File: src/rtl/sram_port_arbiter.sv
// Shares one in-order sram-like channel between fetch and data requesters.
// Source IDs of accepted requests are queued so each response is steered back to its owner.
module sram_port_arbiter #(
  parameter int MAX_OUTSTANDING = 4,
  parameter int STARVE_LIMIT    = 8
) (
  input  logic                               clk,
  input  logic                               resetn,
  input  logic                               inst_req,
  input  logic [31:0]                        inst_addr,
  output logic                               inst_addr_ok,
  output logic                               inst_data_ok,
  output logic [31:0]                        inst_rdata,
  input  logic                               data_req,
  input  logic                               data_wr,
  input  logic [3:0]                         data_wstrb,
  input  logic [31:0]                        data_addr,
  input  logic [31:0]                        data_wdata,
  output logic                               data_addr_ok,
  output logic                               data_data_ok,
  output logic [31:0]                        data_rdata,
  output logic                               mem_req,
  output logic                               mem_wr,
  output logic [3:0]                         mem_wstrb,
  output logic [31:0]                        mem_addr,
  output logic [31:0]                        mem_wdata,
  input  logic                               mem_addr_ok,
  input  logic                               mem_data_ok,
  input  logic [31:0]                        mem_rdata,
  output logic [$clog2(MAX_OUTSTANDING):0]   outstanding,
  output logic                               err
);

  localparam int AW = $clog2(MAX_OUTSTANDING);
  localparam int CW = AW + 1;
  localparam int SW = $clog2(STARVE_LIMIT + 1);
  localparam logic [CW-1:0] CNT_FULL   = CW'(MAX_OUTSTANDING);
  localparam logic [SW-1:0] STARVE_MAX = SW'(STARVE_LIMIT);
  localparam logic          SRC_INST   = 1'b0;
  localparam logic          SRC_DATA   = 1'b1;

  logic [MAX_OUTSTANDING-1:0] fifo_q;
  logic [AW-1:0]              wr_ptr_q, wr_ptr_d;
  logic [AW-1:0]              rd_ptr_q, rd_ptr_d;
  logic [CW-1:0]              count_q, count_d;
  logic [SW-1:0]              starve_q, starve_d;
  logic                       err_q, err_d;

  logic full, inst_prio, sel_data, push, pop, head, inst_acc;

  // Outputs are forced low while resetn is asserted, so nothing leaks from the input mux.
  assign full      = (count_q == CNT_FULL);
  assign inst_prio = inst_req && (starve_q >= STARVE_MAX);
  assign sel_data  = data_req && !inst_prio;
  assign mem_req   = resetn && (inst_req || data_req) && !full;
  assign push      = mem_req && mem_addr_ok;
  assign pop       = resetn && mem_data_ok && (count_q != '0);
  assign head      = fifo_q[rd_ptr_q];
  assign inst_acc  = push && !sel_data;

  assign mem_wr    = mem_req && sel_data && data_wr;
  assign mem_wstrb = (mem_req && sel_data) ? data_wstrb : 4'h0;
  assign mem_wdata = (mem_req && sel_data) ? data_wdata : 32'h0;
  assign mem_addr  = !mem_req ? 32'h0 : (sel_data ? data_addr : inst_addr);

  assign inst_addr_ok = inst_acc;
  assign data_addr_ok = push && sel_data;
  assign inst_data_ok = pop && (head == SRC_INST);
  assign data_data_ok = pop && (head == SRC_DATA);
  assign inst_rdata   = mem_rdata;
  assign data_rdata   = mem_rdata;
  assign outstanding  = count_q;
  assign err          = err_q;

  // NOTE: every signal assigned in always_comb gets a default first, so no latch is inferred.
  always_comb begin
    wr_ptr_d = push ? wr_ptr_q + 1'b1 : wr_ptr_q;
    rd_ptr_d = pop  ? rd_ptr_q + 1'b1 : rd_ptr_q;
    count_d  = count_q;
    if (push && !pop) count_d = count_q + 1'b1;
    else if (!push && pop) count_d = count_q - 1'b1;
    starve_d = '0;
    if (inst_req && !inst_acc)
      starve_d = (starve_q == STARVE_MAX) ? starve_q : starve_q + 1'b1;
    err_d = err_q || (mem_data_ok && (count_q == '0));
  end

  // NOTE: state uses non-blocking assignments so all registers update from the same pre-edge values.
  always_ff @(posedge clk or negedge resetn) begin
    if (!resetn) begin
      wr_ptr_q <= '0;
      rd_ptr_q <= '0;
      count_q  <= '0;
      starve_q <= '0;
      err_q    <= 1'b0;
    end else begin
      wr_ptr_q <= wr_ptr_d;
      rd_ptr_q <= rd_ptr_d;
      count_q  <= count_d;
      starve_q <= starve_d;
      err_q    <= err_d;
    end
  end

  // NOTE: ID storage is not reset; an entry is only read after it was written, as tracked by count_q.
  always_ff @(posedge clk) begin
    if (push) fifo_q[wr_ptr_q] <= sel_data;
  end

endmodule

File: config.mk
export PLATFORM = sky130hd
export DESIGN_NAME = sram_port_arbiter
export DESIGN_NICKNAME = d
export VERILOG_FILES = /design/src/rtl/sram_port_arbiter.sv
export SDC_FILE = /design/constraint.sdc
export NUM_CORES = 1
export LEC_CHECK = 0
export ABC_CLOCK_PERIOD_IN_PS = 5950
export CELL_PAD_IN_SITES_DETAIL_PLACEMENT = 1
export CELL_PAD_IN_SITES_GLOBAL_PLACEMENT = 1
export CORE_AREA = 2 2 109 111
export CTS_CLUSTER_DIAMETER = 30
export DETAILED_ROUTE_END_ITERATION = 7
export DIE_AREA = 0 0 111 113
export DONT_BUFFER_PORTS = 1
export PLACE_DENSITY = 0.52
export SLEW_MARGIN = 40
export SYNTH_ARGS = -nofsm -noshare
export SYNTH_HDL_FRONTEND = slang
export SYNTH_SLANG_ARGS = --single-unit
File: constraint.sdc
create_clock -name clk -period 5.95 [get_ports clk]
set_input_delay 0.2975 -clock clk [delete_from_list [all_inputs] [get_ports clk]]
set_output_delay 0.2975 -clock clk [all_outputs]
set_load 0.03 [all_outputs]
==> impl_results.md <==
* Worst slew pin tran at 0.763 ns
* Global-route usage over all layers at approximately 9.7%
* WS Path Type: reg2out
* Die area at ~13000 sq um
* Final WL at 6.66 mm
* Post-DRT Antenna Nets at 0
* Post-route insts no fill at 365
* CP Data Arrival Time at 2.78 ns
* Startpoint types: flop
* Final worst slack at between 2 and 3 ns
* RePlAce Congestion at 0.854
* # rows at 39
* CTS buffer count at 3
* Clock Tree Root: clkbuf_16
* I/O pins at 281
* Fin crit share at 51.7%
* Seq/Total Area, Yosys at about a fifth
* First-pass GRT wire length at between 9 and 10 mm
* Final setup viols at 0
* Yosys reg bits at 16
* Final Hold Violating Endpoints at 0
* Area growth, synth to finish at -13.4%
* Main flop type after synthesis: dfrtp_1
* Slowest stage delay, CP at around 0.65 ns
* Mapped Cells at slightly below 300
* Rel. slew slack at 49.1%
* Clk buf depth at 2
* Dpl ws at between 3 and 4 ns
* Largest net degree at the start of global routing at 38
* Post-CTS Setup Bufs at 0
* Fillers at about 1400
* Worst hold slack at 0.184 ns
* Largest delay share family, worst path: buffers and inverters
* DP Wirelength at 5.37 mm
* WL/cell at 18.2 um
* EDFF count, synth at 4
* # clock sinks at 16
* Most instantiated library cell after synthesis: nand2_1
* Chip Width at between 100 and 150 um
* Crit path max fanout at 37
* LEAKAGE at between 0.0007 and 0.0008 uW
* Die Span Y at 113 um
* Clock Latency Late Sink at ~0.24 ns
* CP max stage cell: a21bo_2
* Crit end category: output port
* CTS Hold Bufs at 1
* Initial detailed-routing violation count at 75
* CTS tree: yes
* CTS resizes at 0
* Unrepaired setup endpoints after global routing: no
* Buffers on Ports at 0
* CTS clk-pin slew, worst paths at 0.05 ns
* Async SR Flop Fraction at approximately 75%
* Synth area leaders: buf_4 (22%), dfrtp_1 (14%), nand2_1 (11%)
* Initial antenna violation count at 1
* Fmax at 325 MHz
* Worst Hold Class: in2reg
* Netlist cell types at 41
* Cells after DPL at approximately 360
* Status: complete, no violations
* Initial Util at between 10% and 20%
* Commonest cells post-synth: nand2_1 (66), buf_4 (65), a21oi_1 (32)
* Vias in the first global route at between 1500 and 2000
* Pins Over Slew Limit at 0
* First drt pass iteration count at 4
* Layout cell share with drive strength beyond 1 at between 10 and 15%
* Fin nets at about 370
* Largest vdd supply drop at slightly above 0.0002 V
* Number of max-cap violations at 0
* Buf+Inv Stages, Crit Path at 2
* Routed via count at 1615
* Crit path required time at 5.65 ns
* Post-route clock skew at a little under 0.004 ns
* Minimum clock period at 3.08 ns
* Power per cell area at 356 nW/um^2
* Overflow after GRT at 0
* Number of vias per cell at roughly 4.4
* H-tree Lvls at 1
* Setup TNS at 0 ns
* Yosys top cell area share at between 20% and 30%
* Synthesized cell area at 2210 sq um
* Syn avg cell area at approximately 7.5 sq um
* Core Region at roughly 11000 sq um
* Net count after synthesis at 440
* Area leader, netlist: buf_4
* Worst path cell trace: a21bo_2 -> clkinv_2 -> nor4_1 -> clkbuf_4
* Yosys warns at 0
* DRC at 0
==> state kept, by name, indices dropped and copies added, names as in the netlist <==
| signal | count |
|---|---|
| starve_q | 4 |
| outstanding | 3 |
| fifo_q | 4 |
| err | 1 |
| rd_ptr_q | 2 |
| wr_ptr_q | 2 |
==> kinds of logic after synthesis <==
| logic type | Yosys count | synth area share (%) |
|---|---|---|
| AND/OR/NAND/NOR | 125 | 30.6 |
| buffers and inverters | 89 | 28.8 |
| AO/OA/AOI/OAI | 44 | 11.5 |
| flip-flops | 16 | 19.1 |
| adder cells (fa/ha/maj) | 8 | 4.88 |
| XOR/XNOR | 7 | 2.78 |
| multiplexers | 4 | 2.50 |
==> cell type report <==
cell class                 instances  area (sq um)  share of cell area [%]
clock inverter                     1          3.75                   0.197
sequential                        16           420                    22.0
timing repair buffer               3          25.0                    1.31
multi-input combinational        188          1160                    61.0
tap                              143           179                    9.37
antenna                            1          2.50                   0.131
inverter                          10          38.8                    2.03
clock buffer                       3          75.1                    3.93
==> where the power goes <==
part,internal (uW),switching [uW]
Combinational,103,218
Clock,89.2,43.0
Sequential,150,77.8
==> per-layer routing <==
layer  track usage (%)  wire length [um]  vias to the layer above
met5                 0                 0                        -
met4              2.67               121                        0
met3              2.68               513                       21
met2              17.8              3490                      109
met1              11.1              2530                      754
li1                  -                 -                      731
==> path summary, 6_finish.rpt <==
| path | start | endpoint | slack (ns) | cells after the start |
|---|---|---|---|---|
| worst max-delay path | starve_q[3]$_DFFE_PN0P_ | inst_addr_ok | 2.87 | 4 |
| worst max register to register | outstanding[2]$_DFFE_PN0P_ | outstanding[1]$_DFFE_PN0P_ | 3.52 | 6 |
| min in group asynchronous | resetn | wr_ptr_q[1]$_DFFE_PN0P_ | 0.49 | 1 |
| max in group asynchronous | resetn | starve_q[1]$_DFFE_PN0P_ | 5.07 | 1 |
| worst min-delay path | mem_data_ok | err$_DFF_PN0_ | 0.18 | 1 |
| worst min register to register | rd_ptr_q[1]$_DFFE_PN0P_ | rd_ptr_q[1]$_DFFE_PN0P_ | 0.49 | 1 |
==> layout by cell type (no fill, tap or decap), types with 2 or more instances in the layout <==
cell type,instances
nand2_1,66
a21oi_1,32
and2_1,25
and2_4,17
dfrtp_1,12
inv_1,9
ha_1,7
nor2_1,5
xnor2_1,4
edfxtp_1,4
xor2_1,3
clkbuf_16,3
o21ai_0,2
nor3_4,2
mux2_2,2
a211oi_1,2
nand3_1,2
==> through the flow <==
stage	area (sq um)	power [uW]	util [%]
after floorplan	2210	588	-
after global placement	1800	542	16.0
after detailed placement	1820	553	16.1
after CTS	1910	692	16.9
after global routing	1910	730	16.9
final	1910	680	16.9
(Power assumes the default switching activity.)
